$ cat config.mk
export PLATFORM = sky130hd
export DESIGN_NAME = mem_bus_arbiter
export DESIGN_NICKNAME = d
export VERILOG_FILES = /design/src/rtl/mem_bus_pkg.sv /design/src/rtl/mem_bus_arbiter.sv
export SDC_FILE = /design/constraint.sdc
export NUM_CORES = 1
export LEC_CHECK = 0
export ABC_AREA = 1
export BUFFER_PORTS_ARGS = -buffer_cell sky130_fd_sc_hd__buf_2
export CORE_AREA = 2 2 109 111
export CTS_CLUSTER_DIAMETER = 80
export DETAILED_ROUTE_END_ITERATION = 8
export DIE_AREA = 0 0 111 113
export GPL_TIMING_DRIVEN = 0
export SLEW_MARGIN = 10
export SYNTH_ARGS = -nofsm -noshare
export SYNTH_HDL_FRONTEND = slang
export SYNTH_SLANG_ARGS = --single-unit
$ cat constraint.sdc
create_clock -name clk -period 2.2 [get_ports clk]
set_clock_uncertainty 0.15 [all_clocks]
set_input_delay 0.22 -clock clk [delete_from_list [all_inputs] [get_ports clk]]
set_output_delay 0.22 -clock clk [all_outputs]
set_load 0.005 [all_outputs]
$ cat src/rtl/mem_bus_pkg.sv
// Shared types and widths for the two-master memory bus arbiter.
package mem_bus_pkg;

  localparam int ADDR_W = 32;
  localparam int DATA_W = 32;
  localparam int MASK_W = 4;

  // GRANT_IDLE doubles as "no owner" when used for the effective owner.
  typedef enum logic [1:0] {
    GRANT_IDLE  = 2'd0,
    GRANT_INSTR = 2'd1,
    GRANT_DATA  = 2'd2
  } grant_t;

endpackage

$ cat src/rtl/mem_bus_arbiter.sv
// Arbitrates the fetch and load/store ports onto one memory bus, locking the
// grant from the first cycle of a transaction until the slave completes it.
module mem_bus_arbiter
  import mem_bus_pkg::*;
#(
  parameter logic DATA_PRIORITY = 1'b1
) (
  input  logic              clk,
  input  logic              reset,
  input  logic              ce_i,
  input  logic [ADDR_W-1:0] instr_address_in,
  input  logic              instr_read_in,
  output logic [DATA_W-1:0] instr_read_value_out,
  output logic              instr_ready_out,
  output logic              instr_fault_out,
  input  logic [ADDR_W-1:0] data_address_in,
  input  logic              data_read_in,
  input  logic              data_write_in,
  output logic [DATA_W-1:0] data_read_value_out,
  input  logic [MASK_W-1:0] data_write_mask_in,
  input  logic [DATA_W-1:0] data_write_value_in,
  output logic              data_ready_out,
  output logic              data_fault_out,
  output logic [ADDR_W-1:0] address_out,
  output logic              read_out,
  output logic              write_out,
  input  logic [DATA_W-1:0] read_value_in,
  output logic [MASK_W-1:0] write_mask_out,
  output logic [DATA_W-1:0] write_value_out,
  input  logic              ready_in,
  input  logic              fault_in,
  output grant_t            grant_state_o
);

  // Handshake: a master's request (read/write) is its valid and must stay
  // asserted with stable address/mask/data until its own ready or fault;
  // ready_in/fault_in are single-cycle pulses that end the transaction.

  grant_t grant_q, grant_d;
  grant_t owner;
  logic   instr_req, data_req, done;

  assign instr_req = instr_read_in;
  assign data_req  = data_read_in | data_write_in;
  assign done      = ready_in | fault_in;

  always_comb begin
    owner = grant_q;
    if (grant_q == GRANT_IDLE) begin
      if (DATA_PRIORITY) begin
        if (data_req)       owner = GRANT_DATA;
        else if (instr_req) owner = GRANT_INSTR;
        else                owner = GRANT_IDLE;
      end else begin
        if (instr_req)      owner = GRANT_INSTR;
        else if (data_req)  owner = GRANT_DATA;
        else                owner = GRANT_IDLE;
      end
    end
  end

  always_comb begin
    address_out     = '0;
    read_out        = 1'b0;
    write_out       = 1'b0;
    write_mask_out  = '0;
    write_value_out = '0;
    instr_ready_out = 1'b0;
    instr_fault_out = 1'b0;
    data_ready_out  = 1'b0;
    data_fault_out  = 1'b0;
    case (owner)
      GRANT_INSTR: begin
        address_out     = instr_address_in;
        read_out        = instr_read_in;
        instr_ready_out = ready_in;
        instr_fault_out = fault_in;
      end
      GRANT_DATA: begin
        address_out     = data_address_in;
        read_out        = data_read_in;
        write_out       = data_write_in;
        write_mask_out  = data_write_mask_in;
        write_value_out = data_write_value_in;
        data_ready_out  = ready_in;
        data_fault_out  = fault_in;
      end
      default: ;
    endcase
  end

  assign instr_read_value_out = read_value_in;
  assign data_read_value_out  = read_value_in;

  // A response in the same cycle as the idle grant completes it without locking.
  always_comb begin
    grant_d = grant_q;
    if (ce_i) begin
      case (grant_q)
        GRANT_IDLE: if (owner != GRANT_IDLE && !done) grant_d = owner;
        default:    if (done) grant_d = GRANT_IDLE;
      endcase
    end
  end

  always_ff @(posedge clk) begin
    if (reset) grant_q <= GRANT_IDLE;
    else       grant_q <= grant_d;
  end

  assign grant_state_o = grant_q;

endmodule

* Word-level counts from Yosys, hierarchy flattened
Cells that the tools add are included.
** Cells by class
- Equal/unequal tests :: 3
- Reduce and logical (&&, ||, !) cells :: 6
- Bitwise operators :: 2
- Mux-type cells :: 15
** Operator list (number)
- 32-bit one-hot mux with 2 select lines :: 1
- 32-bit two-way mux :: 1
- 2-bit two-way mux :: 5
- 1-bit two-way mux :: 6
- 4-bit two-way mux :: 1
- 2-bit nonzero test :: 2
- 3-bit AND reduction :: 1
- 2-bit by 1-bit == test with 1-bit output, second input constant :: 1
- 2-bit == test, second input constant :: 1
- 2-bit zero test :: 1
- 2-bit by 1-bit != test with 1-bit output, second input constant :: 1
- 1-bit OR :: 2
- 1-bit one-hot mux with 2 select lines :: 1
- 1-bit logical AND :: 1
- 1-bit zero test :: 1
** Word-level totals
- Output and inout port bits :: 140
- Word-level logic and storage cells :: 27
- Bits of input ports :: 140
- Flip-flop bits (word level) :: 2

* Depth between registers and ports, before layout
Gate-level depths: netlist (run 1).
- Depth after elaboration :: 7
- Gate-level depth with buffers :: 11
- Mapped depth without buffers :: 11

* Least setup slack after synthesis (run 1)
No wires, ideal clock.
- Path kind :: reg-to-output
- From :: register grant_q[0], in the netlist grant_state_o[0]
- To :: output port address_out[0]
- Required time :: 1.830 ns
- Setup slack :: 0.523 ns
- Arrival time :: 1.307 ns
- Cell stages (with the launch flop) :: 7
- Path buffers :: 2
- Path through :: dfxtp_1 -> nor2_1 -> nor2_1 -> ha_1 -> clkbuf_1 -> buf_2 -> a21oi_1
** Between the ends
- Longest elaborated chain between the ends :: 4
- Elaborated cells between the ends (all ways) :: 5
- Those cells by class :: eq/ne: 2; mux: 2; reduce/logical: 1
** RTL lines
- start, declared :: RTL line mem_bus_arbiter.sv:39 : grant_t grant_q, grant_d;
- start signal, assigned :: RTL line mem_bus_arbiter.sv:108 : else grant_q <= grant_d;
- 2-bit zero test :: RTL line mem_bus_arbiter.sv:49 : if (grant_q == GRANT_IDLE) begin
- 2-bit two-way mux (*) :: RTL line mem_bus_arbiter.sv:49
- 2-bit == test or 2-bit by 1-bit == test with 1-bit output (tied branches) :: RTL line mem_bus_arbiter.sv:72 : case (owner)
- 32-bit one-hot mux with 2 select lines (*) :: RTL line mem_bus_arbiter.sv:72
- end, declared :: RTL line mem_bus_arbiter.sv:24 : output logic [ADDR_W-1:0] address_out,
Every way passes the cells marked *; elsewhere a longest branch is shown, timed or not.

* Worst setup path after layout (run 1)
- From :: register grant_q[1], in the netlist grant_state_o[1]
- To :: output port address_out[0]
The elaborated chain is that of the path after synthesis.

==> results_dict.tcl, run 1 <==
set metrics [dict create \
    crit_arrival_ns 1.73 \
    drt_iter0_markers 65 \
    reg2reg_from "grant_state_o[1]$_SDFFE_PP0P_" \
    critPathBufInv 2 \
    r2r_slack_ns 0.74 \
    path_clk_slew_ns 0.03 \
    n_fill_cell 1303 \
    drt_wl_total_um 7330 \
    worst_slew_pin_slew_ns 0.2406 \
    max_stage_delay_ns 0.40 \
    p_per_area_nw_per_um2 315.0 \
    drcViolationCount 0 \
    grt_first_pass_wirelength_um 10310 \
    cts_max_level 1 \
    crit_path_cell_trace "nor2_1 -> nand2_1 -> nand2_1 -> ha_1 -> buf_2 -> a21oi_1 -> buf_2" \
    holdCritStartpoint "reset" \
    period_needed_ns 2.097 \
    place_area_sq_um 2905 \
    hpwl_um 6097 \
    start_util_pct 13.22 \
    cts_buffers 3 \
    reg2reg_depth 10 \
    layout.nets 690 \
    ys_warn_count 0 \
    final-max-slew-violation-count 0 \
    core-area_sq_um 11270 \
    antenna_found_initial 0 \
    drt-vias-per-instance 3.589 \
    ctsRootBufferMaster "clkbuf_16" \
    multi_input_area_sq_um 709.4 \
    synth.cell_area_sq_um 1490 \
    synth_cell_types 13 \
    crit_type "reg -> out" \
    ir_drop_mv 0.4273 \
    synthCells 294 \
    power_switching_w 0.0003399 \
    stdcell_area_sq_um 3063 \
    ios 280 \
    synth_seq_cells 2 \
    wl_per_cell_um 10.65 \
    final-setup-viol-count 0 \
    dr.pass1.iters 4 \
    grt_usage_pct 10.02 \
    portBuffers 247 \
    post-route-period-util_pct 95.33 \
    syn_area_per_cell_sq_um 5.069 \
    min_path_cells 2 \
    largest_reg_flops 2 \
    final_hold_viol_count 0 \
    register_area_sq_um 42.54 \
    rows 39 \
    seq_power_share_pct 4.1 \
    status "finished clean" \
    p_int_w 0.0006249 \
    slew_headroom_pct 83.96 \
    vias 2469 \
    dieHeight_um 113 \
    slowest_stage "ha_1" \
    synth-seq-area-share_pct 2.687 \
    comb_power_share_pct 66.6 \
    endpoint_kind "output port" \
    dieWidth_um 111 \
    crit_cells 7 \
    diodes 0 \
    final_cell_mix "249 x buf_2, 114 x nand2_1, 71 x buf_4" \
    ant_nets 0 \
    dp_cells 684 \
    critPathLaunchType "flip-flop" \
    drive_gt1_share_pct 62.20 \
    clkLatencyLatePin_ns 0.23 \
    cp_max_fo 10 \
    maxCapViolations 0 \
    syn-num-nets 437 \
    place_congestion 0.7414 \
    grt_overflow 0 \
    clk_path_buf_depth 2 \
    r2r-end "grant_state_o[0]$_SDFFE_PP0P_" \
    cts.sinks 2 \
    rsz0062_at_grt "yes" \
    grt_max_degree 11 \
    p_sw_share_pct 35.23 \
    die-area_sq_um 12540 \
    cpLargestDelayFamily "adder cells" \
    grt_pass1_vias 2156 \
    fmax_ghz 0.4768 \
    pwr-share-clk_pct 29.3 \
    worstHoldPathType "in -> reg" \
    worst_ep_required_time_ns 1.83 \
    holdWs_ns 0.01592 \
    final_common_cell "buf_2" \
    cts_tree "built" \
    area_delta_synth_final_pct 105.5 \
    hold_end "grant_state_o[0]$_SDFFE_PP0P_" \
    final_cells 688 \
    power_leakage_nw 2.139 \
]
cell type report:
type | instances | share of cell area [%]
buffer | 79 | 20.30
timing repair buffer | 249 | 40.85
inverter | 49 | 6.005
clock buffer | 3 | 2.451
sequential | 2 | 1.389
multi-input combinational | 163 | 23.16
tap | 143 | 5.842
synthesized netlist by cell type, drive strengths merged:
cell / number / area (sq um)
nand2: 115 / 434.2
buf: 79 / 575.6
inv: 49 / 183.9
a21oi: 35 / 175.2
nor2: 8 / 30.03
ha: 3 / 37.54
dfxtp: 2 / 40.04
clkbuf: 1 / 3.750
nand3: 1 / 5.000
o21ai: 1 / 5.000
worst max path at each step:
| stage | to | start |
|---|---|---|
| 2_1_floorplan | address_out[0] | grant_state_o[0]$_SDFFE_PP0P_ |
| 3_3_place_gp | address_out[18] | data_read_in |
| 3_5_place_dp | address_out[20] | data_read_in |
| 4_1_cts | address_out[20] | grant_state_o[0]$_SDFFE_PP0P_ |
| 5_1_grt | address_out[20] | grant_state_o[0]$_SDFFE_PP0P_ |
| 6_report | address_out[0] | grant_state_o[1]$_SDFFE_PP0P_ |
stage by stage:
stage | setup WS (ns) | utilization (%) | setup TNS (ns) | total power, W
4_1_cts | 0.01695 | 26.61 | 0 | 0.0009601
2_1_floorplan | 0.5226 | - | 0 | 0.0003350
3_5_place_dp | -0.01180 | 25.77 | -0.01180 | 0.0006573
3_3_place_gp | -0.001897 | 25.77 | -0.001897 | 0.0006563
5_1_grt | -0.01128 | 27.17 | -0.04070 | 0.001045
6_report | 0.1028 | 27.17 | 0 | 0.0009648
timing repair:
item	4_1_cts	5_1_grt
pin swaps	0	1
setup endpoints to repair	55	33
resized for setup	8	15
gates cloned	0	1
setup buffers	0	1
hold buffers	0	0
power groups by stage:
stage | logic (W) | registers [W] | clock network (W)
after floorplan | 0.000295 | 0.0000397 | 0
after global placement | 0.000616 | 0.0000398 | 0
after detailed placement | 0.000617 | 0.0000398 | 0
after CTS | 0.000630 | 0.0000398 | 0.000291
after global routing | 0.000715 | 0.0000401 | 0.000290
final | 0.000642 | 0.0000398 | 0.000283
logic make-up after synthesis:
logic type                 after synthesis  synth area share (%)
buffers and inverters                  129                 51.22
and+or+nand+nor                        124                 31.49
AOI/OAI and AO/OA                       36                 12.09
adders and majority gates                3                 2.519
DFF                                      2                 2.687
routing by layer:
| metal | global-route usage (%) | vias to the layer above | part of all wire [%] |
|---|---|---|---|
| met5 | 0 | - | 0 |
| met4 | 2.667 | 0 | 0.57 |
| met3 | 1.660 | 4 | 8.8 |
| met2 | 19.22 | 150 | 52 |
| met1 | 11.46 | 1018 | 39 |
| li1 | - | 1297 | - |
Note: power is estimated with default switching activity, not from simulation.
==> run 2, diff against run 1 <==
--- a/config.mk
+++ b/config.mk
@@ -5,12 +5,11 @@
 export SDC_FILE = /design/constraint.sdc
 export NUM_CORES = 1
 export LEC_CHECK = 0
-export ABC_AREA = 1
-export BUFFER_PORTS_ARGS = -buffer_cell sky130_fd_sc_hd__buf_2
-export CORE_AREA = 2 2 109 111
+export CORE_AREA = 2 2 108 110
 export CTS_CLUSTER_DIAMETER = 80
 export DETAILED_ROUTE_END_ITERATION = 8
-export DIE_AREA = 0 0 111 113
+export DIE_AREA = 0 0 110 112
+export DONT_BUFFER_PORTS = 1
 export GPL_TIMING_DRIVEN = 0
 export SLEW_MARGIN = 10
 export SYNTH_ARGS = -nofsm -noshare
==> results_dict.tcl, run 2 <==
set metrics [dict create \
    status "finished clean" \
    maxCapViolations 0 \
    synth-seq-area-share_pct 2.925 \
    syn-num-nets 353 \
    slew_headroom_pct 81.52 \
    dpl_worst_slack_ns -0.1716 \
    start_util_pct 12.25 \
    synth.cell_area_sq_um 1369 \
    dp_cells 353 \
    dieWidth_um 110 \
    hpwl_um 5244 \
    grt_overflow 0 \
    final_cell_mix "73 x buf_4, 33 x a22oi_2, 32 x and2_1" \
    n_fill_cell 1227 \
    r2r-end "grant_state_o[1]$_SDFFE_PP0P_" \
    drt_wl_total_um 6379 \
    slowest_stage "dfxtp_4" \
    clk_path_buf_depth 2 \
    synth_seq_cells 2 \
    crit_type "reg -> out" \
    worstHoldPathType "in -> reg" \
    fmax_ghz 0.4656 \
    critPathBufInv 2 \
    clkLatencyLatePin_ns 0.22 \
    grt_pass1_vias 1368 \
    syn_area_per_cell_sq_um 6.518 \
    path_clk_slew_ns 0.03 \
    ctsRootBufferMaster "clkbuf_16" \
    power_leakage_nw 0.8543 \
    final-setup-viol-count 0 \
    dieHeight_um 112 \
    synth_top_cell_by_area "buf_4" \
    dr.pass1.iters 4 \
    reg2reg_from "grant_state_o[1]$_SDFFE_PP0P_" \
    portBuffers 0 \
    p_per_area_nw_per_um2 384.3 \
    final_util_pct 19.37 \
    max_stage_delay_ns 0.36 \
    final_cells 367 \
    min_path_cells 2 \
    worst_ep_required_time_ns 1.83 \
    cpLargestDelayFamily "simple AND/OR/NAND/NOR gates" \
    place_congestion 0.9752 \
    post-route-period-util_pct 97.63 \
    ir_drop_mv 0.4693 \
    cts.sinks 2 \
    core-area_sq_um 11170 \
    reg2reg_depth 7 \
    cts_max_level 1 \
    largest_reg_flops 2 \
    synthCells 210 \
    final-max-slew-violation-count 0 \
    layout.nets 367 \
    period_needed_ns 2.148 \
    drive_gt1_share_pct 76.13 \
    ios 280 \
    final_hold_viol_count 0 \
    yosys.cell_count.top_type "buf_4" \
    synth_edf_count 0 \
    cts_buffers 3 \
    rsz0062_at_grt "yes" \
    async_reset_ff_share_pct 0 \
    r2r_slack_ns 0.24 \
    crit_path_cell_trace "nor4b_4 -> or2_1 -> inv_2 -> ha_4 -> buf_6 -> a22oi_2 -> nor2_2" \
    synth_cell_types 19 \
    rows 39 \
    yosysTopAreaCellShare_pct 35.10 \
    drcViolationCount 0 \
    die-area_sq_um 12320 \
    synth_common_cells "64 x buf_4, 41 x and2_1, 38 x nor2_1, 33 x a22oi_1, 10 x buf_2" \
    worst_slew_pin_slew_ns 0.2744 \
    grt_first_pass_wirelength_um 7859 \
    ys_warn_count 0 \
    grt_usage_pct 8.459 \
    grt_max_degree 11 \
    worst_slack_ns 0.05207 \
    final_common_cell "buf_4" \
    multi_input_area_sq_um 1099 \
    cp_max_fo 10 \
    area_delta_synth_final_pct 58.14 \
    critPathLaunchType "flip-flop" \
    synth_area_leaders "buf_4 35%, and2_1 19%, a22oi_1 18%" \
    crit_arrival_ns 1.78 \
    holdCritStartpoint "ce_i" \
    cts_tree "built" \
    wl_per_cell_um 17.38 \
    hold_end "grant_state_o[0]$_SDFFE_PP0P_" \
    drt_iter0_markers 43 \
    antenna_found_initial 3 \
    register_area_sq_um 43.79 \
    drt-vias-per-instance 4.128 \
    endpoint_kind "output port" \
    ant_nets 0 \
    vias 1515 \
    synth_ff_type "dfxtp_1" \
]
==> run 2: cell types whose count changed in the layout (fill, tap and decap cells not counted), sizes merged, moves of 2 or more <==
| cell | change |
|---|---|
| buf | -241 |
| nand2 | -114 |
| inv | -46 |
| and2 | +41 |
| a21oi | -35 |
| a22oi | +33 |
| nor2 | +30 |
| diode | +2 |
==> run 2: per-layer routing <==
metal | share of wire, % | GRT usage (%) | wire (um) | vias up
li1 | - | - | - | 658
met1 | 36 | 10.74 | 2311 | 698
met2 | 53 | 14.93 | 3351 | 145
met3 | 10 | 1.756 | 660 | 12
met4 | 0.60 | 1.013 | 38 | 2
met5 | 0.27 | 0 | 17 | -
==> run 2: final cells by class <==
type | instances | share of cell area (%)
clock buffers | 3 | 3.468
repair buffers | 10 | 3.584
diodes | 2 | 0.2312
flip-flops and latches | 2 | 2.023
inverters | 3 | 0.5202
plain buffers | 79 | 31.16
multi-input cells | 125 | 50.75
well taps | 143 | 8.266
==> run 2: kinds of logic (layout without fill, tap and decap cells) <==
family                     Yosys count  in the layout  synth area share, %
and+or+nand+nor                     85             85                32.91
adders and majority gates            3              3                2.743
DFF                                  2              2                2.925
buffers and inverters               83             95                41.22
AOI/OAI and AO/OA                   37             37                20.20
other                                0              2                    0
==> run 2: worst max-delay path by stage <==
stage | start | endpoint | cells after the start
floorplan | grant_state_o[1]$_SDFFE_PP0P_ | address_out[0] | 8
finish | grant_state_o[1]$_SDFFE_PP0P_ | address_out[16] | 7
CTS | grant_state_o[1]$_SDFFE_PP0P_ | address_out[24] | 8
global route | grant_state_o[1]$_SDFFE_PP0P_ | address_out[16] | 7
global placement | grant_state_o[1]$_SDFFE_PP0P_ | read_out | 6
detailed placement | grant_state_o[1]$_SDFFE_PP0P_ | read_out | 6
==> run 2: power by group <==
| part | switching [W] | internal, W | total (W) |
|---|---|---|---|
| sequential | 0.00000215 | 0.0000368 | 0.0000390 |
| combinational | 0.000251 | 0.000269 | 0.000520 |
| clock | 0.0000412 | 0.000231 | 0.000272 |
| total | 0.000294 | 0.000537 | 0.000832 |
==> run 2: repair_timing <==
item | in CTS | in global routing
setup buffers | 6 | 3
resized for setup | 35 | 99
hold endpoints to repair | 2 | 0
pin swaps | 4 | 5
hold buffers | 1 | 0
endpoints found under the setup margin | 74 | 63
==> run 2: metrics by stage <==
step / area [sq um] / setup TNS [ns] / total power, W / hold slack (ns)
after floorplan: 1369 / 0 / 0.0003284 / 0.1430
after global placement: 1548 / -0.6451 / 0.0003975 / 0.1440
after detailed placement: 1548 / -1.640 / 0.0004000 / 0.1498
after CTS: 1790 / -0.03248 / 0.0007242 / 0.04676
after global routing: 2165 / -0.5574 / 0.0008844 / 0.07008
final: 2165 / 0 / 0.0008317 / 0.07047
==> run 3, diff against run 2 <==
==> constraint.sdc (replaced) <==
create_clock -name clk -period 2.2 [get_ports clk]
set_clock_uncertainty 0.15 [all_clocks]
set_input_delay 0.33 -clock clk [delete_from_list [all_inputs] [get_ports clk]]
set_output_delay 0.33 -clock clk [all_outputs]
set_load 0.005 [all_outputs]
==> results_dict.tcl, run 3 (synthesized netlist as in run 2, its figures left out) <==
set metrics [dict create \
    n_fill_cell 1226 \
    slew_headroom_pct 80.16 \
    register_area_sq_um 43.79 \
    final-setup-viol-count 42 \
    holdCritStartpoint "reset" \
    path_clk_slew_ns 0.03 \
    final_cell_mix "74 x buf_4, 32 x a22oi_2, 31 x and2_1" \
    final-max-slew-violation-count 0 \
    start_util_pct 12.25 \
    worst_slack_ns -0.05007 \
    post-route-period-util_pct 102.3 \
    final_hold_viol_count 0 \
    layout.nets 370 \
    reg2reg_depth 8 \
    drive_gt1_share_pct 77.33 \
    period_needed_ns 2.250 \
    crit_arrival_ns 1.77 \
    place_congestion 0.9752 \
    status "finished, violations left" \
    grt_overflow 0 \
    area_delta_synth_final_pct 60.88 \
    r2r_slack_ns 0.08 \
    cts_buffers 3 \
    dr.pass1.iters 6 \
    wl_per_cell_um 17.32 \
    grt_pass1_vias 1405 \
    slowest_stage "dfxtp_4" \
    clkLatencyLatePin_ns 0.22 \
    dp_cells 353 \
    vias 1531 \
    drt-vias-per-instance 4.138 \
    die-area_sq_um 12320 \
    rsz0062_at_grt "yes" \
    cts_max_level 1 \
    grt_first_pass_wirelength_um 8176 \
    grt_max_degree 11 \
    cts_tree "built" \
    fmax_ghz 0.4444 \
    cp_max_fo 9 \
    ctsRootBufferMaster "clkbuf_16" \
    hold_buffers 0 \
    endpoint_kind "output port" \
    portBuffers 0 \
    grt_usage_pct 8.792 \
    dieHeight_um 112 \
    r2r-end "grant_state_o[1]$_SDFFE_PP0P_" \
    largest_reg_flops 2 \
    violations "negative setup slack" \
    reg2reg_from "grant_state_o[1]$_SDFFE_PP0P_" \
    hold_end "grant_state_o[1]$_SDFFE_PP0P_" \
    drt_wl_total_um 6410 \
    hpwl_um 5244 \
    worst_ep_required_time_ns 1.72 \
    max_stage_delay_ns 0.36 \
    cts.sinks 2 \
    critPathLaunchType "flip-flop" \
    clk_path_buf_depth 2 \
    crit_path_cell_trace "nor4b_4 -> or2_1 -> inv_2 -> ha_4 -> buf_12 -> a22oi_2 -> nor2_2" \
    worst_slew_pin_slew_ns 0.2949 \
    dpl_worst_slack_ns -0.2816 \
    final_common_cell "buf_4" \
    drt_iter0_markers 54 \
    ir_drop_mv 0.4711 \
    power_leakage_nw 0.8846 \
    ant_nets 0 \
    final_cells 370 \
    p_per_area_nw_per_um2 384.8 \
    drcViolationCount 0 \
    dieWidth_um 110 \
    maxCapViolations 0 \
    min_path_cells 1 \
    worstHoldPathType "in -> reg" \
    crit_start "grant_state_o[1]$_SDFFE_PP0P_" \
    multi_input_area_sq_um 1089 \
    antenna_found_initial 3 \
    crit_type "reg -> out" \
    total_power_w 0.0008474 \
    ios 280 \
    rows 39 \
    core-area_sq_um 11170 \
]
==> run 3: cell types whose count changed in the layout (fill, tap and decap cells not counted), sizes merged <==
cell	change
buf	+4
dlygate4sd3	-1
==> run 3: worst max-delay path by stage <==
stage	to	slack [ns]	depth (start not counted)
global route	address_out[23]	-0.17	7
global placement	read_out	-0.20	6
detailed placement	read_out	-0.28	6
CTS	address_out[24]	-0.11	8
floorplan	address_out[0]	0.18	8
finish	address_out[23]	-0.05	7
==> run 3: layout make-up <==
cell class	count	share of cell area [%]
multi-input cells	125	49.43
plain buffers	79	30.74
well taps	143	8.125
repair buffers	13	5.568
clock buffers	3	3.409
flip-flops and latches	2	1.989
inverters	3	0.5114
diodes	2	0.2273
==> run 3: power breakdown <==
group	leakage (nW)	internal [W]	total, W	switching (W)
Clock	0.0370	0.000231	0.000273	0.0000414
Combinational	0.831	0.000285	0.000536	0.000251
Sequential	0.0170	0.0000368	0.0000390	0.00000216
==> run 3: metal layers <==
metal,vias up,share of wire (%),GRT usage [%]
met4,2,0.16,1.013
met3,6,9.1,2.049
met1,717,37,10.91
li1,664,-,-
met5,-,0.27,0
met2,142,53,15.66
==> run 3: critical path: cells and delay by family, from the launching register on <==
kind                       cells  cell delay [ns]
buffers and inverters          2             0.21
and+or+nand+nor                3             0.54
DFF                            1             0.36
AOI/OAI and AO/OA              1             0.20
adders and majority gates      1             0.22
==> run 3: per-stage QoR <==
| step | instance area (sq um) | setup TNS, ns | utilization (%) | hold slack, ns |
|---|---|---|---|---|
| after floorplan | 1369 | 0 | - | 0.2530 |
| after global placement | 1548 | -2.643 | 13.85 | 0.2540 |
| after detailed placement | 1548 | -5.393 | 13.85 | 0.2598 |
| after CTS | 1961 | -2.464 | 17.55 | 0.02313 |
| after global routing | 2202 | -6.800 | 19.71 | 0.02509 |
| final | 2202 | -1.122 | 19.71 | 0.02660 |
==> run 3: what timing repair did <==
action | CTS | global route
resized for setup | 81 | 55
pin swaps | 5 | 6
buffers inserted | 7 | 5
gates cloned | 0 | 1
setup endpoints to repair | 74 | 74
